$ cat config.mk
export PLATFORM = sky130hd
export DESIGN_NAME = sr_latch_driver
export DESIGN_NICKNAME = d
export VERILOG_FILES = /design/src/rtl/sr_pkg.sv /design/src/rtl/sr_cycle_counter.sv /design/src/rtl/sr_latch_driver.sv
export SDC_FILE = /design/constraint.sdc
export NUM_CORES = 1
export LEC_CHECK = 0
export ABC_CLOCK_PERIOD_IN_PS = 1700
export CAP_MARGIN = 20
export CORE_MARGIN = 3
export CORE_UTILIZATION = 40
export CTS_BUF_LIST = sky130_fd_sc_hd__clkbuf_8
export DETAILED_ROUTE_END_ITERATION = 10
export GPL_TIMING_DRIVEN = 0
export HOLD_SLACK_MARGIN = 0.1
export PLACE_DENSITY = 0.71
export SLEW_MARGIN = 10
export SYNTH_ARGS = -nofsm -noshare
export SYNTH_HDL_FRONTEND = slang
export SYNTH_SLANG_ARGS = --single-unit
$ cat constraint.sdc
create_clock -name clk -period 1.7 [get_ports clk]
set_clock_uncertainty 0.15 [all_clocks]
set_input_delay 0.34 -clock clk [delete_from_list [all_inputs] [get_ports clk]]
set_output_delay 0.34 -clock clk [all_outputs]
set_load 0.05 [all_outputs]
$ cat src/rtl/sr_pkg.sv
// rtl/sr_pkg.sv - op encodings, FSM states and counter sizing helper for the SR latch driver
package sr_pkg;

  localparam logic [1:0] OP_HOLD = 2'b00;
  localparam logic [1:0] OP_SET  = 2'b01;
  localparam logic [1:0] OP_RST  = 2'b10;
  localparam logic [1:0] OP_TOG  = 2'b11;

  typedef enum logic [1:0] {
    IDLE,
    PULSE,
    SETTLE,
    CHECK
  } sr_state_e;

  // Bits needed to hold values 0..value-1; never narrower than one bit.
  function automatic int clog2(input int value);
    int width;
    width = 1;
    for (int i = 1; i < 31; i++) begin
      if ((1 << i) < value) width = i + 1;
    end
    return width;
  endfunction

endpackage

$ cat src/rtl/sr_cycle_counter.sv
// rtl/sr_cycle_counter.sv - loadable down-counter with terminal-count flag for pulse/settle timing
module sr_cycle_counter #(
  parameter int WIDTH = 2
) (
  input  logic             clk,
  input  logic             rst,
  input  logic             load,
  input  logic [WIDTH-1:0] load_value,
  output logic             tc
);

  logic [WIDTH-1:0] count;

  // Parks at zero so tc stays asserted until the next load.
  always_ff @(posedge clk) begin
    if (rst) begin
      count <= '0;
    end else if (load) begin
      count <= load_value;
    end else if (count != '0) begin
      count <= count - WIDTH'(1);
    end
  end

  assign tc = (count == '0);

endmodule

$ cat src/rtl/sr_latch_driver.sv
// rtl/sr_latch_driver.sv - sequences en/S/R pulses into a gated SR NOR latch and verifies Q/Q' readback
module sr_latch_driver
  import sr_pkg::*;
#(
  parameter int PULSE_CYC  = 2,
  parameter int SETTLE_CYC = 1,
  parameter int MAX_RETRY  = 1
) (
  input  logic       clk,
  input  logic       rst,
  input  logic       cmd_valid,
  output logic       cmd_ready,
  input  logic [1:0] cmd_op,
  input  logic       q_fb,
  input  logic       qn_fb,
  output logic       en,
  output logic       s,
  output logic       r,
  output logic       busy,
  output logic       done,
  output logic       err,
  output logic       rd_q
);

  localparam int CNT_MAX = (PULSE_CYC > SETTLE_CYC) ? PULSE_CYC : SETTLE_CYC;
  localparam int CW      = clog2(CNT_MAX + 1);
  localparam int RW      = clog2(MAX_RETRY + 1);

  localparam logic [CW-1:0] PULSE_LOAD  = CW'(PULSE_CYC - 1);
  localparam logic [CW-1:0] SETTLE_LOAD = (SETTLE_CYC > 0) ? CW'(SETTLE_CYC - 1) : '0;
  localparam logic [RW-1:0] RETRY_LIMIT = RW'(MAX_RETRY);

  sr_state_e     state, state_d;
  logic          target, target_d;
  logic          is_hold, is_hold_d;
  logic [RW-1:0] retry_cnt, retry_cnt_d;
  logic          cnt_load;
  logic [CW-1:0] cnt_load_value;
  logic          cnt_tc;
  logic          evaluate;
  logic          readback_ok;
  logic          done_d, err_d;

  sr_cycle_counter #(.WIDTH(CW)) u_cycle_counter (
    .clk        (clk),
    .rst        (rst),
    .load       (cnt_load),
    .load_value (cnt_load_value),
    .tc         (cnt_tc)
  );

  always_comb begin
    state_d        = state;
    target_d       = target;
    is_hold_d      = is_hold;
    retry_cnt_d    = retry_cnt;
    cnt_load       = 1'b0;
    cnt_load_value = PULSE_LOAD;
    evaluate       = 1'b0;
    done_d         = 1'b0;
    err_d          = 1'b0;
    // Equal Q and Q' (forbidden or undriven latch) fails both checks.
    readback_ok    = is_hold ? (q_fb != qn_fb) : ((q_fb == target) && (qn_fb == ~target));

    case (state)
      IDLE: begin
        if (cmd_valid && cmd_ready) begin
          retry_cnt_d = '0;
          is_hold_d   = (cmd_op == OP_HOLD);
          case (cmd_op)
            OP_SET:  target_d = 1'b1;
            OP_RST:  target_d = 1'b0;
            OP_TOG:  target_d = ~q_fb;
            default: target_d = target;
          endcase
          if (cmd_op == OP_HOLD) begin
            state_d = CHECK;
          end else begin
            state_d  = PULSE;
            cnt_load = 1'b1;
          end
        end
      end
      PULSE: begin
        if (cnt_tc) begin
          if (SETTLE_CYC > 0) begin
            state_d        = SETTLE;
            cnt_load       = 1'b1;
            cnt_load_value = SETTLE_LOAD;
          end else begin
            evaluate = 1'b1;
          end
        end
      end
      SETTLE: begin
        if (cnt_tc) evaluate = 1'b1;
      end
      CHECK: begin
        // Holds sample here; for pulsed commands this is the quiet gap before a retry.
        if (is_hold) begin
          evaluate = 1'b1;
        end else begin
          state_d  = PULSE;
          cnt_load = 1'b1;
        end
      end
      default: state_d = IDLE;
    endcase

    if (evaluate) begin
      if (readback_ok) begin
        done_d  = 1'b1;
        state_d = IDLE;
      end else if (retry_cnt < RETRY_LIMIT) begin
        retry_cnt_d = retry_cnt + RW'(1);
        state_d     = CHECK;
      end else begin
        done_d  = 1'b1;
        err_d   = 1'b1;
        state_d = IDLE;
      end
    end
  end

  // Outputs decode the next state so every pin comes straight from a flop.
  always_ff @(posedge clk) begin
    if (rst) begin
      state     <= IDLE;
      target    <= 1'b0;
      is_hold   <= 1'b0;
      retry_cnt <= '0;
      cmd_ready <= 1'b0;
      en        <= 1'b0;
      s         <= 1'b0;
      r         <= 1'b0;
      busy      <= 1'b0;
      done      <= 1'b0;
      err       <= 1'b0;
      rd_q      <= 1'b0;
    end else begin
      state     <= state_d;
      target    <= target_d;
      is_hold   <= is_hold_d;
      retry_cnt <= retry_cnt_d;
      cmd_ready <= (state_d == IDLE);
      en        <= (state_d == PULSE);
      s         <= (state_d == PULSE) && target_d;
      r         <= (state_d == PULSE) && !target_d;
      busy      <= (state_d != IDLE);
      done      <= done_d;
      err       <= err_d;
      rd_q      <= done_d && q_fb;
    end
  end

endmodule

==> impl_metrics.json <==
{
  "wl_met3_um": 97,
  "worst-slew-pin-transition_ps": 497,
  "synth_top_area_share_pct": 44.9,
  "maxSlewHeadroom_pct": 67.0,
  "dr_total_vias": 582,
  "cts_buffers": 3,
  "drc_errors": 0,
  "wl_met1_um": 643,
  "crit_type": "primary input to flop",
  "dieHeight_um": 46.9,
  "grt_pass1_vias": 532,
  "power_mw": 1.61,
  "synth_common_cells": "15 x dfxtp_1, 7 x a21oi_1, 6 x nand2_1, 6 x nor2_1, 4 x nor3_1",
  "tritoncts": "yes",
  "post-dp-hpwl_um": 952,
  "cp.arrival_ps": 1730,
  "htree_levels": 1,
  "worst-path-max-fanout": 4,
  "ys_ff_latch": 15,
  "cp_data_required_time_ps": 1720,
  "p_per_area_nw_per_um2": 1700,
  "drt-total-wl_um": 1380,
  "yosysWarnings": 0,
  "synthCells": 72,
  "regArea_um2": 307,
  "clk_pin_slew_ps": 70,
  "final-setup-viol-count": 1,
  "synth-main-ff-cell": "dfxtp_1",
  "cp-end-kind": "flop",
  "std_cell_rows": 14,
  "grt_overflow": 0,
  "multi_input_area_um2": 385,
  "r2r_end": "r",
  "yosysTopAreaCell": "dfxtp_1",
  "cts_hold_buf": 0,
  "yosysUniqueCellTypes": 30,
  "min_to": "is_hold",
  "violations": "negative setup slack",
  "clock-sinks": 15,
  "synth_area_um2": 668,
  "numPlacedInstances": 102,
  "async_reset_ff_share_pct": 0,
  "rr_worst_depth": 6,
  "start_kind": "primary input",
  "post_drt_wl_per_cell_um": 12.6,
  "die_w_um": 46.9,
  "placed_area_um2": 845,
  "grtUsageTotal_pct": 15.0,
  "yosysMostFrequentCell": "dfxtp_1",
  "hold_path_class": "primary input to flop",
  "antenna_left": 0,
  "cts-root-buf": "clkbuf_8",
  "max-vdd-ir-drop_v": 0.00105,
  "finalHoldViolations": 0,
  "total_leakage_power_nw": 0.423,
  "core_um2": 1540,
  "synth_area_leaders": "dfxtp_1 45%, a21oi_1 5.2%, nand2_1 3.4%, nor2_1 3.4%, nor3_1 3.0%",
  "r2r_start": "u_cycle_counter.count[0]",
  "fmax_mhz": 583,
  "period_minus_slack_ps": 1710,
  "hold_depth": 4,
  "finalWorstSetupSlack_ps": -13.9,
  "insertedDiodeCount": 0,
  "dr_wl_met2_um": 633,
  "grt_max_degree": 11,
  "vias_per_cell": 5.29,
  "drt_pass1_iterations": 4,
  "drive_above_1_share_pct": 27.7,
  "final_area_um2": 942,
  "drv_cap": 0,
  "numPortBuffers": 14,
  "place.gp.congestion": 0.816,
  "layout.nets": 103,
  "top_regs": "state x2, u_cycle_counter.count x2",
  "fin_setup_tns_ps": -13.9,
  "die_area_um2": 2200,
  "rsz0062_at_grt": "yes",
  "clk_latency_ps": 250,
  "fill_cells": 145,
  "slew_violations": 0,
  "synth-edff-count": 0,
  "top_layer_used": "met4",
  "antenna_found_initial": 0,
  "start_util_pct": 43.3,
  "fin_cells": 110,
  "hp-start": "cmd_op[0]",
  "reg2reg_slack_ps": 0,
  "syn_nets": 80,
  "avgSynthCellArea_um2": 9.28,
  "area_growth_pct": 41.0,
  "drt_iter0_markers": 6,
  "period_share_pct": 101,
  "io_pins": 15,
  "status": "finished with violations",
  "max-clock-path-buffers": 2,
  "ys_seq_area_share_pct": 44.9,
  "grt_pass1_wl_um": 2290
}
==> critical path, stage by stage <==
cell and delay (ps):
clkdlybuf4s50_1 500, xor2_1 210, o22ai_2 150, mux2_4 320
nor4b_2 210
==> power breakdown <==
| part | internal (mW) | total, mW | leakage, nW | switching, mW |
|---|---|---|---|---|
| Clock | 0.165 | 0.299 | 0.0217 | 0.134 |
| Combinational | 0.355 | 0.801 | 0.278 | 0.446 |
| Sequential | 0.447 | 0.506 | 0.124 | 0.0590 |
==> per-stage QoR <==
step	hold WS, ps	worst slack, ps	utilization (%)
6_report	313	-13.9	61.1
5_1_grt	354	-78.5	61.1
4_1_cts	337	-18.2	59.3
3_5_place_dp	318	-301	54.8
3_3_place_gp	301	-320	54.8
2_1_floorplan	259	13.4	-
==> what timing repair did <==
item,in CTS,in global routing
resized for setup,18,4
pin swaps,4,1
hold endpoints to repair,0,0
setup endpoints to repair,12,7
setup buffers,2,2
==> layout by cell type, fill, tap and decap left out, drive strengths merged <==
cell type / instances
nor2b: 2
a21boi: 1
inv: 2
or2: 1
nand3: 3
mux2: 2
ha: 1
nor3: 4
o21ai: 3
a31oi: 1
nor3b: 1
xor2: 2
a211o: 2
dfxtp: 15
clkbuf: 4
clkdlybuf4s50: 2
nor4: 1
nor4b: 1
dlymetal6s2s: 1
buf: 5
dlygate4sd2: 11
mux2i: 1
o22ai: 1
o21bai: 1
nor2: 6
and2b: 1
o221ai: 1
and2: 2
and4bb: 1
a21oi: 7
and3b: 1
clkinvlp: 1
nand2: 6
==> how the worst max path moves through the flow <==
stage,from,to,depth (start not counted)
after floorplan,u_cycle_counter.count[0],r,6
after global placement,cmd_valid,s,5
after detailed placement,cmd_valid,s,5
after CTS,u_cycle_counter.count[0],r,6
after global routing,u_cycle_counter.count[0],r,6
final,qn_fb,r,5
==> layer usage <==
layer,up-vias,global-route usage [%]
li1,299,-
met1,267,19.4
met2,14,22.8
met3,2,5.75
met4,0,4.97
met5,-,0
==> cells by family (layout without fill, tap and decap cells) <==
kind of cell | Yosys count | count (layout) | synth area share [%]
compound gates | 17 | 17 | 15.5
mux | 3 | 3 | 5.43
buf+inv | 4 | 26 | 2.81
xor+xnor | 2 | 2 | 2.62
simple gates | 30 | 30 | 26.8
flops | 15 | 15 | 44.9
fa+ha+maj | 1 | 1 | 1.87
==> final cells by class <==
cell class	instances	area share, %
Multi-Input combinational cell	53	40.9
Sequential cell	15	32.5
Timing Repair Buffer	18	16.9
Clock buffer	3	4.38
Tap cell	16	2.12
Buffer	2	1.59
Clock inverter	1	0.797
Inverter	2	0.797
No activity file was read; power rests on OpenSTA's default activity.
